**src/rtl/twos_to_signmag_serial.sv**
```systemverilog
// Digit-serial two's-complement to sign-magnitude converter, LSB first, using
// the copy-until-first-one-then-invert rule. Valid/ready on both sides.
module twos_to_signmag_serial #(
  parameter int unsigned WIDTH = 32,
  parameter int unsigned DIGIT = 4
) (
  input  logic             clk,
  input  logic             rst,
  input  logic             in_valid,
  output logic             in_ready,
  input  logic [WIDTH-1:0] in_data,
  output logic             out_valid,
  input  logic             out_ready,
  output logic             out_sign,
  output logic [WIDTH-1:0] out_mag,
  output logic             out_zero,
  output logic             busy
);

  localparam int unsigned NDIG = WIDTH / DIGIT;
  localparam int unsigned CW   = (NDIG > 1) ? $clog2(NDIG) : 1;

  typedef enum logic [1:0] {
    IDLE = 2'd0,
    RUN  = 2'd1,
    DONE = 2'd2
  } state_t;

  state_t           state, state_nxt;
  logic [WIDTH-1:0] sr;
  logic [WIDTH-1:0] mag_r;
  logic [WIDTH-1:0] mag_shift;
  logic             sign_r;
  logic             zero_r;
  logic             seen_one;
  logic             seen_nxt;
  logic [CW-1:0]    cnt;
  logic [DIGIT-1:0] dig;
  logic             accept;
  logic             last_dig;

  assign out_sign = sign_r;
  assign out_mag  = mag_r;
  assign out_zero = zero_r;

  assign last_dig  = (state == RUN) && (cnt == CW'(NDIG - 1));
  assign mag_shift = {dig, mag_r[WIDTH-1:DIGIT]};

  always_ff @(posedge clk or posedge rst) begin
    if (rst) state <= IDLE;
    else     state <= state_nxt;
  end

  always_comb begin
    state_nxt = state;
    in_ready  = 1'b0;
    out_valid = 1'b0;
    busy      = 1'b0;
    accept    = 1'b0;
    unique case (state)
      IDLE: begin
        in_ready = 1'b1;
        if (in_valid) begin
          accept    = 1'b1;
          state_nxt = in_data[WIDTH-1] ? RUN : DONE;
        end
      end
      RUN: begin
        busy = 1'b1;
        if (last_dig) state_nxt = DONE;
      end
      DONE: begin
        busy      = 1'b1;
        out_valid = 1'b1;
        if (out_ready) state_nxt = IDLE;
      end
      default: state_nxt = IDLE;
    endcase
  end

  // seen_one ripples through the digit so a 1 in a low bit inverts the higher bits
  always_comb begin
    seen_nxt = seen_one;
    dig      = '0;
    for (int unsigned i = 0; i < DIGIT; i++) begin
      dig[i]   = seen_nxt ? ~sr[i] : sr[i];
      seen_nxt = seen_nxt | sr[i];
    end
  end

  always_ff @(posedge clk or posedge rst) begin
    if (rst) begin
      sr       <= '0;
      mag_r    <= '0;
      sign_r   <= 1'b0;
      zero_r   <= 1'b0;
      seen_one <= 1'b0;
      cnt      <= '0;
    end else if (accept) begin
      sr       <= in_data;
      sign_r   <= in_data[WIDTH-1];
      cnt      <= '0;
      seen_one <= 1'b0;
      if (!in_data[WIDTH-1]) begin
        mag_r  <= in_data;
        zero_r <= ~|in_data;
      end else begin
        zero_r <= 1'b0;
      end
    end else if (state == RUN) begin
      sr       <= sr >> DIGIT;
      mag_r    <= mag_shift;
      seen_one <= seen_nxt;
      cnt      <= cnt + CW'(1);
      if (last_dig) zero_r <= ~|mag_shift;
    end
  end

endmodule

```
**config.mk**
```make
export PLATFORM = sky130hd
export DESIGN_NAME = twos_to_signmag_serial
export DESIGN_NICKNAME = d
export VERILOG_FILES = /design/src/rtl/twos_to_signmag_serial.sv
export SDC_FILE = /design/constraint.sdc
export NUM_CORES = 1
export LEC_CHECK = 0
export CAP_MARGIN = 20
export CORE_MARGIN = 10
export CORE_UTILIZATION = 55
export CTS_BUF_LIST = sky130_fd_sc_hd__clkbuf_16
export DETAILED_ROUTE_END_ITERATION = 10
export PLACE_DENSITY = 0.84
export SLEW_MARGIN = 20
export SYNTH_ARGS = -nofsm -noshare
export SYNTH_HDL_FRONTEND = slang
export SYNTH_SLANG_ARGS = --single-unit
```
**constraint.sdc**
```tcl
create_clock -name clk -period 5.4 [get_ports clk]
set_input_delay 1.35 -clock clk [delete_from_list [all_inputs] [get_ports clk]]
set_output_delay 1.35 -clock clk [all_outputs]
set_load 0.01 [all_outputs]
```
==> flow_metrics.env <==
export IMPL_area_delta_synth_final_pct=29.1
export IMPL_total_power_uw=2760
export IMPL_h_tree_depth=3
export IMPL_tightestPinTransition_ps=967
export IMPL_timing_final_crit_share=0.592
export IMPL_worstSetupStartpointType="input pin"
export IMPL_gp_congestion=0.912
export IMPL_drive_above_1_share=0.0556
export IMPL_ctsResizeCount=0
export IMPL_fin_nets=454
export IMPL_synthDistinctLibCells=27
export IMPL_post_cts_setup_buffers=0
export IMPL_hpwl_um=7150
export IMPL_end_kind="register"
export IMPL_cp_data_required_time_ps=5620
export IMPL_drc=0
export IMPL_die_area_um2=9870
export IMPL_clock_sinks=72
export IMPL_hp_class="register to register"
export IMPL_cts_root_buf="clkbuf_16"
export IMPL_synth_cells=342
export IMPL_ant_nets=0
export IMPL_cts_tree="built"
export IMPL_cp_cell_sequence="clkdlybuf4s50_1 -> and2_2 -> o21ai_4 -> buf_4 -> a21oi_1 -> a21o_1"
export IMPL_maxCapViolCount=0
export IMPL_synth_area_per_cell_um2=10.1
export IMPL_antennaDiodeCount=0
export IMPL_peakVddDrop_mv=0.407
export IMPL_drt_initial_drc_count=263
export IMPL_slowest_delay_ps=740
export IMPL_worst_clock_skew_ps=3.09
export IMPL_synth_nets=387
export IMPL_first_global_vias=2916
export IMPL_die_w_um=99.3
export IMPL_synth_area_um2=3460
export IMPL_synth_seq_area_share=0.520
export IMPL_slew_violations=0
export IMPL_clk_path_buf_depth=2
export IMPL_outcome="completed"
export IMPL_fmax_mhz=313
export IMPL_path_clk_slew_ps=60
export IMPL_start_util=0.575
export IMPL_yosysWarnings=0
export IMPL_wl_per_cell_um=20.3
export IMPL_routed_via_density=6.15
export IMPL_critPathKind="input pin to register"
export IMPL_setup_violations=0
export IMPL_route_vias_total=3008
export IMPL_worstSkewPairLatency_ps=330
export IMPL_coreArea_um2=6030
export IMPL_ys_ff_latch=72
export IMPL_fin_tns_setup_ps=0
export IMPL_cts_buffers=9
export IMPL_path_max_fanout=44
export IMPL_grt_start_max_net_pins=70
export IMPL_grt_setup_unrepaired="false"
export IMPL_grt_first_pass_wirelength_um=15700
export IMPL_fp_row_count=28
export IMPL_grt_overflow_total=0
export IMPL_drtPass1Iterations=5
export IMPL_io_pins=73
export IMPL_fillCellCount=431
export IMPL_power_density_nw_per_um2=617
export IMPL_slowest_stage="o21ai_4"
export IMPL_track_usage=0.202
export IMPL_fp_dieH_um=99.3
export IMPL_wirelength_um=9940
export IMPL_fin_crit_ps=3190
export IMPL_arrival_ps=3420
export IMPL_port_buffers=72
export IMPL_hold_viol=0
export IMPL_relSlewSlack=0.353
export IMPL_hold_buffers=0
export IMPL_total_leakage_power_uw=0.00206
export IMPL_antenna_found_initial=0
[where the power goes]
part           switching (uW)  internal [uW]  total, uW
combinational             655            564       1220
clock                     220            353        573
sequential                188            778        966
total                    1060           1690       2760
[registers in the layout, summed over array words and instances, names as in the netlist]
name,flops
sr,32
cnt,3
out_mag,32
seen_one,1
out_zero,1
state,2
out_sign,1
[final timing paths]
| check | startpoint | to | slack, ps | depth (start not counted) |
|---|---|---|---|---|
| hold / removal | out_mag[2]$_DFFE_PP0P_ | out_mag[2]$_DFFE_PP0P_ | 490 | 1 |
| setup reg to reg | state[1]$_DFFE_PP0P_ | out_mag[5]$_DFFE_PP0P_ | 2880 | 7 |
| hold reg to reg | out_mag[2]$_DFFE_PP0P_ | out_mag[2]$_DFFE_PP0P_ | 490 | 1 |
| max in group asynchronous | rst | sr[21]$_DFFE_PP0P_ | 3090 | 3 |
| min in group asynchronous | rst | sr[26]$_DFFE_PP0P_ | 1480 | 2 |
| setup / recovery | in_valid | out_mag[5]$_DFFE_PP0P_ | 2210 | 6 |
[layout by cell type (no fill, tap or decap), types with 3 or more instances in the layout]
cell	Yosys	routed
inv_1	11	11
a21o_1	28	28
nand2_1	66	66
or4_1	3	3
mux2i_1	33	33
clkdlybuf4s50_1	0	72
nor2_1	5	5
dfrtp_1	72	72
clkbuf_16	0	9
nor4_1	14	14
o21ai_0	31	31
a22o_1	3	3
clkinv_2	0	3
ha_1	9	8
buf_4	9	5
a21oi_1	31	31
[cells in the mapped netlist, drive strengths merged]
cell type,number,area share
a21o,28,0.061
a32o,1,0.0029
ha,9,0.033
a221o,1,0.0029
nor2,5,0.0054
clkbuf,5,0.0054
a21oi,31,0.045
buf,16,0.035
nand3,2,0.0029
a211oi,1,0.0022
mux2i,33,0.095
xnor2,1,0.0025
or4,3,0.0065
nor3,2,0.0029
o21ai,32,0.050
and2,1,0.0018
o22ai,2,0.0036
nor4,14,0.025
nand4,2,0.0036
a22o,3,0.0076
nand2,66,0.072
inv,11,0.012
a2bb2oi,1,0.0025
dfrtp,72,0.52
[cells by family after synthesis]
family / count (synthesis) / synth area share
compound gates: 100 / 0.177
mux: 33 / 0.0954
simple gates: 95 / 0.120
xor+xnor: 1 / 0.00253
buf+inv: 32 / 0.0524
fa+ha+maj: 9 / 0.0325
flops: 72 / 0.520
[critical path, delay by kind of cell]
kind                   cells  cell delay, ps
buffers and inverters      2             830
AND/OR/NAND/NOR            1             220
AO/OA/AOI/OAI              3             980
[routing by layer]
layer,share of wire,track usage
met3,0.067,0.0443
met2,0.49,0.322
met4,0.036,0.0970
met5,0,0
met1,0.40,0.254
[cell type report]
cell class                 count  area (um2)  area share
clock inverter                 7        63.8      0.0143
sequential                    72        1800       0.403
multi-input combinational    238        1480       0.332
inverter                      11        42.5     0.00952
timing repair buffer          77         758       0.170
tap                           75        93.8      0.0210
clock buffer                   9         225      0.0504
[metrics by stage]
| step | cell area (um2) | hold WS (ps) | util | setup WS (ps) | instances |
|---|---|---|---|---|---|
| after global routing | 4470 | 507 | 0.741 | 2040 | 489 |
| after global placement | 4180 | 467 | 0.693 | 1940 | 473 |
| final | 4470 | 486 | 0.741 | 2210 | 489 |
| after detailed placement | 4180 | 474 | 0.693 | 1900 | 473 |
| after floorplan | 3460 | 447 | - | 2230 | 342 |
| after CTS | 4470 | 486 | 0.741 | 2220 | 489 |
Power figures use the tool's default switching activity.
==> RTL edit 1 (same settings) <==
`WIDTH`: 32 -> 16.
--- a/src/rtl/twos_to_signmag_serial.sv
+++ b/src/rtl/twos_to_signmag_serial.sv
@@ -1,7 +1,7 @@
 // Digit-serial two's-complement to sign-magnitude converter, LSB first, using
 // the copy-until-first-one-then-invert rule. Valid/ready on both sides.
 module twos_to_signmag_serial #(
-  parameter int unsigned WIDTH = 32,
+  parameter int unsigned WIDTH = 16,
   parameter int unsigned DIGIT = 4
 ) (
   input  logic             clk,
Ports: changed (resized in_data and out_mag); port bits go from 73 to 41. No check against the original RTL was run, so the function may have changed too.
==> RTL edit 1 against the original RTL <==
- setup slack better by 0.19 ns
- power is 46% lower
- fmax is 6.4% higher
- routed wire length is 51% lower
- area after synthesis is 44% lower
- design area is 45% lower
- clock power is 53% lower
- sequential cell count is 33 lower
- critical endpoint is now in_ready
==> RTL edit 1: results <==
run_status:
  outcome: "finished clean"
drt:
  routedLengthMet1_mm: 2.02
  drt_iter0_markers: 124
power:
  p_leak_nw: 1.14
  ir_worst_vdd_mv: 0.398
  pwr-share-clk_pct: 18.1
worst_hold_path:
  hp-start: "out_mag[1]"
  min_to: "out_mag[1]"
synth:
  synthCells: 189
  syn-num-nets: 217
  ys_seq_area_share_pct: 50.6
  synthTopCellsByArea: "dfrtp_1 (51%), mux2i_1 (8.3%), nand2_1 (6.6%), ha_1 (5.2%), a21o_1 (4.7%)"
timing:
  post-route-period-util_pct: 55.6
  whs_ns: 0.474
  skew_ns: 0.00446
placement:
  port_buffers: 40
  dp.cells: 267
  place_hpwl_mm: 3.59
  place_ws_ns: 2.19
setup_path:
  crit_type: "reg -> out"
  critPathSlowestCell: "clkdlybuf4s50_1"
  cp.arrival_ns: 1.65
layout:
  stdcell_count: 275
  buffers: 42
  register_area_um2: 976
  nonClkBufAreaFrac_pct: 16.9
## RTL edit 1: cell count changes after synthesis, moves of 5 or more
| cell | before | now |
|---|---|---|
| dfrtp_1 | 72 | 39 |
| nand2_1 | 66 | 34 |
| mux2i_1 | 33 | 16 |
| a21o_1 | 28 | 12 |
| o21ai_0 | 31 | 15 |
| a21oi_1 | 31 | 16 |
| nor4_1 | 14 | 7 |
| buf_4 | 9 | 4 |
| clkbuf_1 | 5 | 0 |
## RTL edit 1: cell families (layout without fill, tap and decap cells)
family                     count (synthesis)  after routing  share of synthesized area [%]
adders and majority gates                  8              8                           5.18
xor gates and xnor gates                   1              1                          0.454
buffers and inverters                     21             61                           6.55
and+or+nand+nor                           50             50                           11.1
DFF                                       39             39                           50.6
AOI/OAI and AO/OA                         54             54                           17.8
muxes                                     16             16                           8.30
==> RTL edit 2 (same settings) <==
Made on the original files. Make the reset (`rst`) synchronous in 2 clocked blocks.
--- a/src/rtl/twos_to_signmag_serial.sv
+++ b/src/rtl/twos_to_signmag_serial.sv
@@ -46,7 +46,7 @@
   assign last_dig  = (state == RUN) && (cnt == CW'(NDIG - 1));
   assign mag_shift = {dig, mag_r[WIDTH-1:DIGIT]};
 
-  always_ff @(posedge clk or posedge rst) begin
+  always_ff @(posedge clk) begin
     if (rst) state <= IDLE;
     else     state <= state_nxt;
   end
@@ -88,7 +88,7 @@
     end
   end
 
-  always_ff @(posedge clk or posedge rst) begin
+  always_ff @(posedge clk) begin
     if (rst) begin
       sr       <= '0;
       mag_r    <= '0;
Function: differs if rst is asserted again (counterexample within 4 cycles, from zero or initial values and one cycle with rst high); with rst held inactive, the same outputs for 10 cycles.
==> RTL edit 2 against the original RTL <==
- setup slack got worse by 0.28 ns
- design area decreased by 5.0%
- routed wire length down 4.8%
- area after synthesis down 5.9%
- sequential cell count did not move
- core utilization rose by 1.1 points
Power is not compared: it rests on default switching activity, and its combinational part moved more than twofold at a synthesized area within 25%.
==> RTL edit 2: results <==
run_status:
  outcome: "finished clean"
grt:
  gr-usage-met2_pct: 30.5
  grt_pass1_wl_mm: 15.6
  grt_usage_pct: 19.4
  use_met3_pct: 5.04
synth:
  synthCells: 392
  synth_top_area_share_pct: 44.2
  ys_types: 32
  syn-num-nets: 437
  synthTopCellsByArea: "dfxtp_1 (44%), nand2_1 (12%), a311oi_1 (8.3%), mux2_2 (8.3%), a21oi_1 (5.4%)"
  ys_seq_area_share_pct: 44.2
  async_flop_share_pct: 0
  synth_commonest_cells: "nand2_1 (103), dfxtp_1 (72), a21oi_1 (35)"
setup_path:
  crit_path_max_incr_delay_ns: 0.77
  cp.arrival_ns: 3.70
  critPathSlowestCell: "a21oi_4"
  timing.rr.start: "state[0]"
drt:
  routedLengthMet1_mm: 4.15
  wire_per_inst_um: 17.9
layout:
  nNetsFinal: 495
  drive_gt1_share_pct: 9.67
timing:
  skew_ns: 0.00498
placement:
  place_hpwl_mm: 6.59
  dp.cells: 511
  placed_area_um2: 3970
-- RTL edit 2: final timing paths --
check / to / cells after the start / slack (ns)
worst max register to register: out_mag[8] / 7 / 2.77
worst min register to register: sr[28] / 2 / 0.46
worst max-delay path: out_mag[8] / 6 / 1.92
worst min-delay path: sr[28] / 2 / 0.46
-- RTL edit 2: cell type report --
cell class | count | area (um2)
Timing Repair Buffer | 76 | 746
Inverter | 10 | 37.5
Fill cell | 406 | 1400
Clock buffer | 9 | 225
Multi-Input combinational cell | 281 | 1650
Sequential cell | 72 | 1440
Clock inverter | 7 | 55.1
Tap cell | 72 | 90.1
-- RTL edit 2: logic make-up after synthesis --
family          after synthesis  share of synthesized area, %
simple gates                166                          21.4
flops                        72                          44.2
fa+ha+maj                     9                          3.45
compound gates               79                          16.6
xor+xnor                      1                         0.269
buf+inv                      39                          5.14
mux                          26                          8.91
-- RTL edit 2: worst min-delay path: cells and delay by family (launching register included) --
kind	cells	cell delay [ns]
flops	1	0.31
simple gates	1	0.05
compound gates	1	0.05
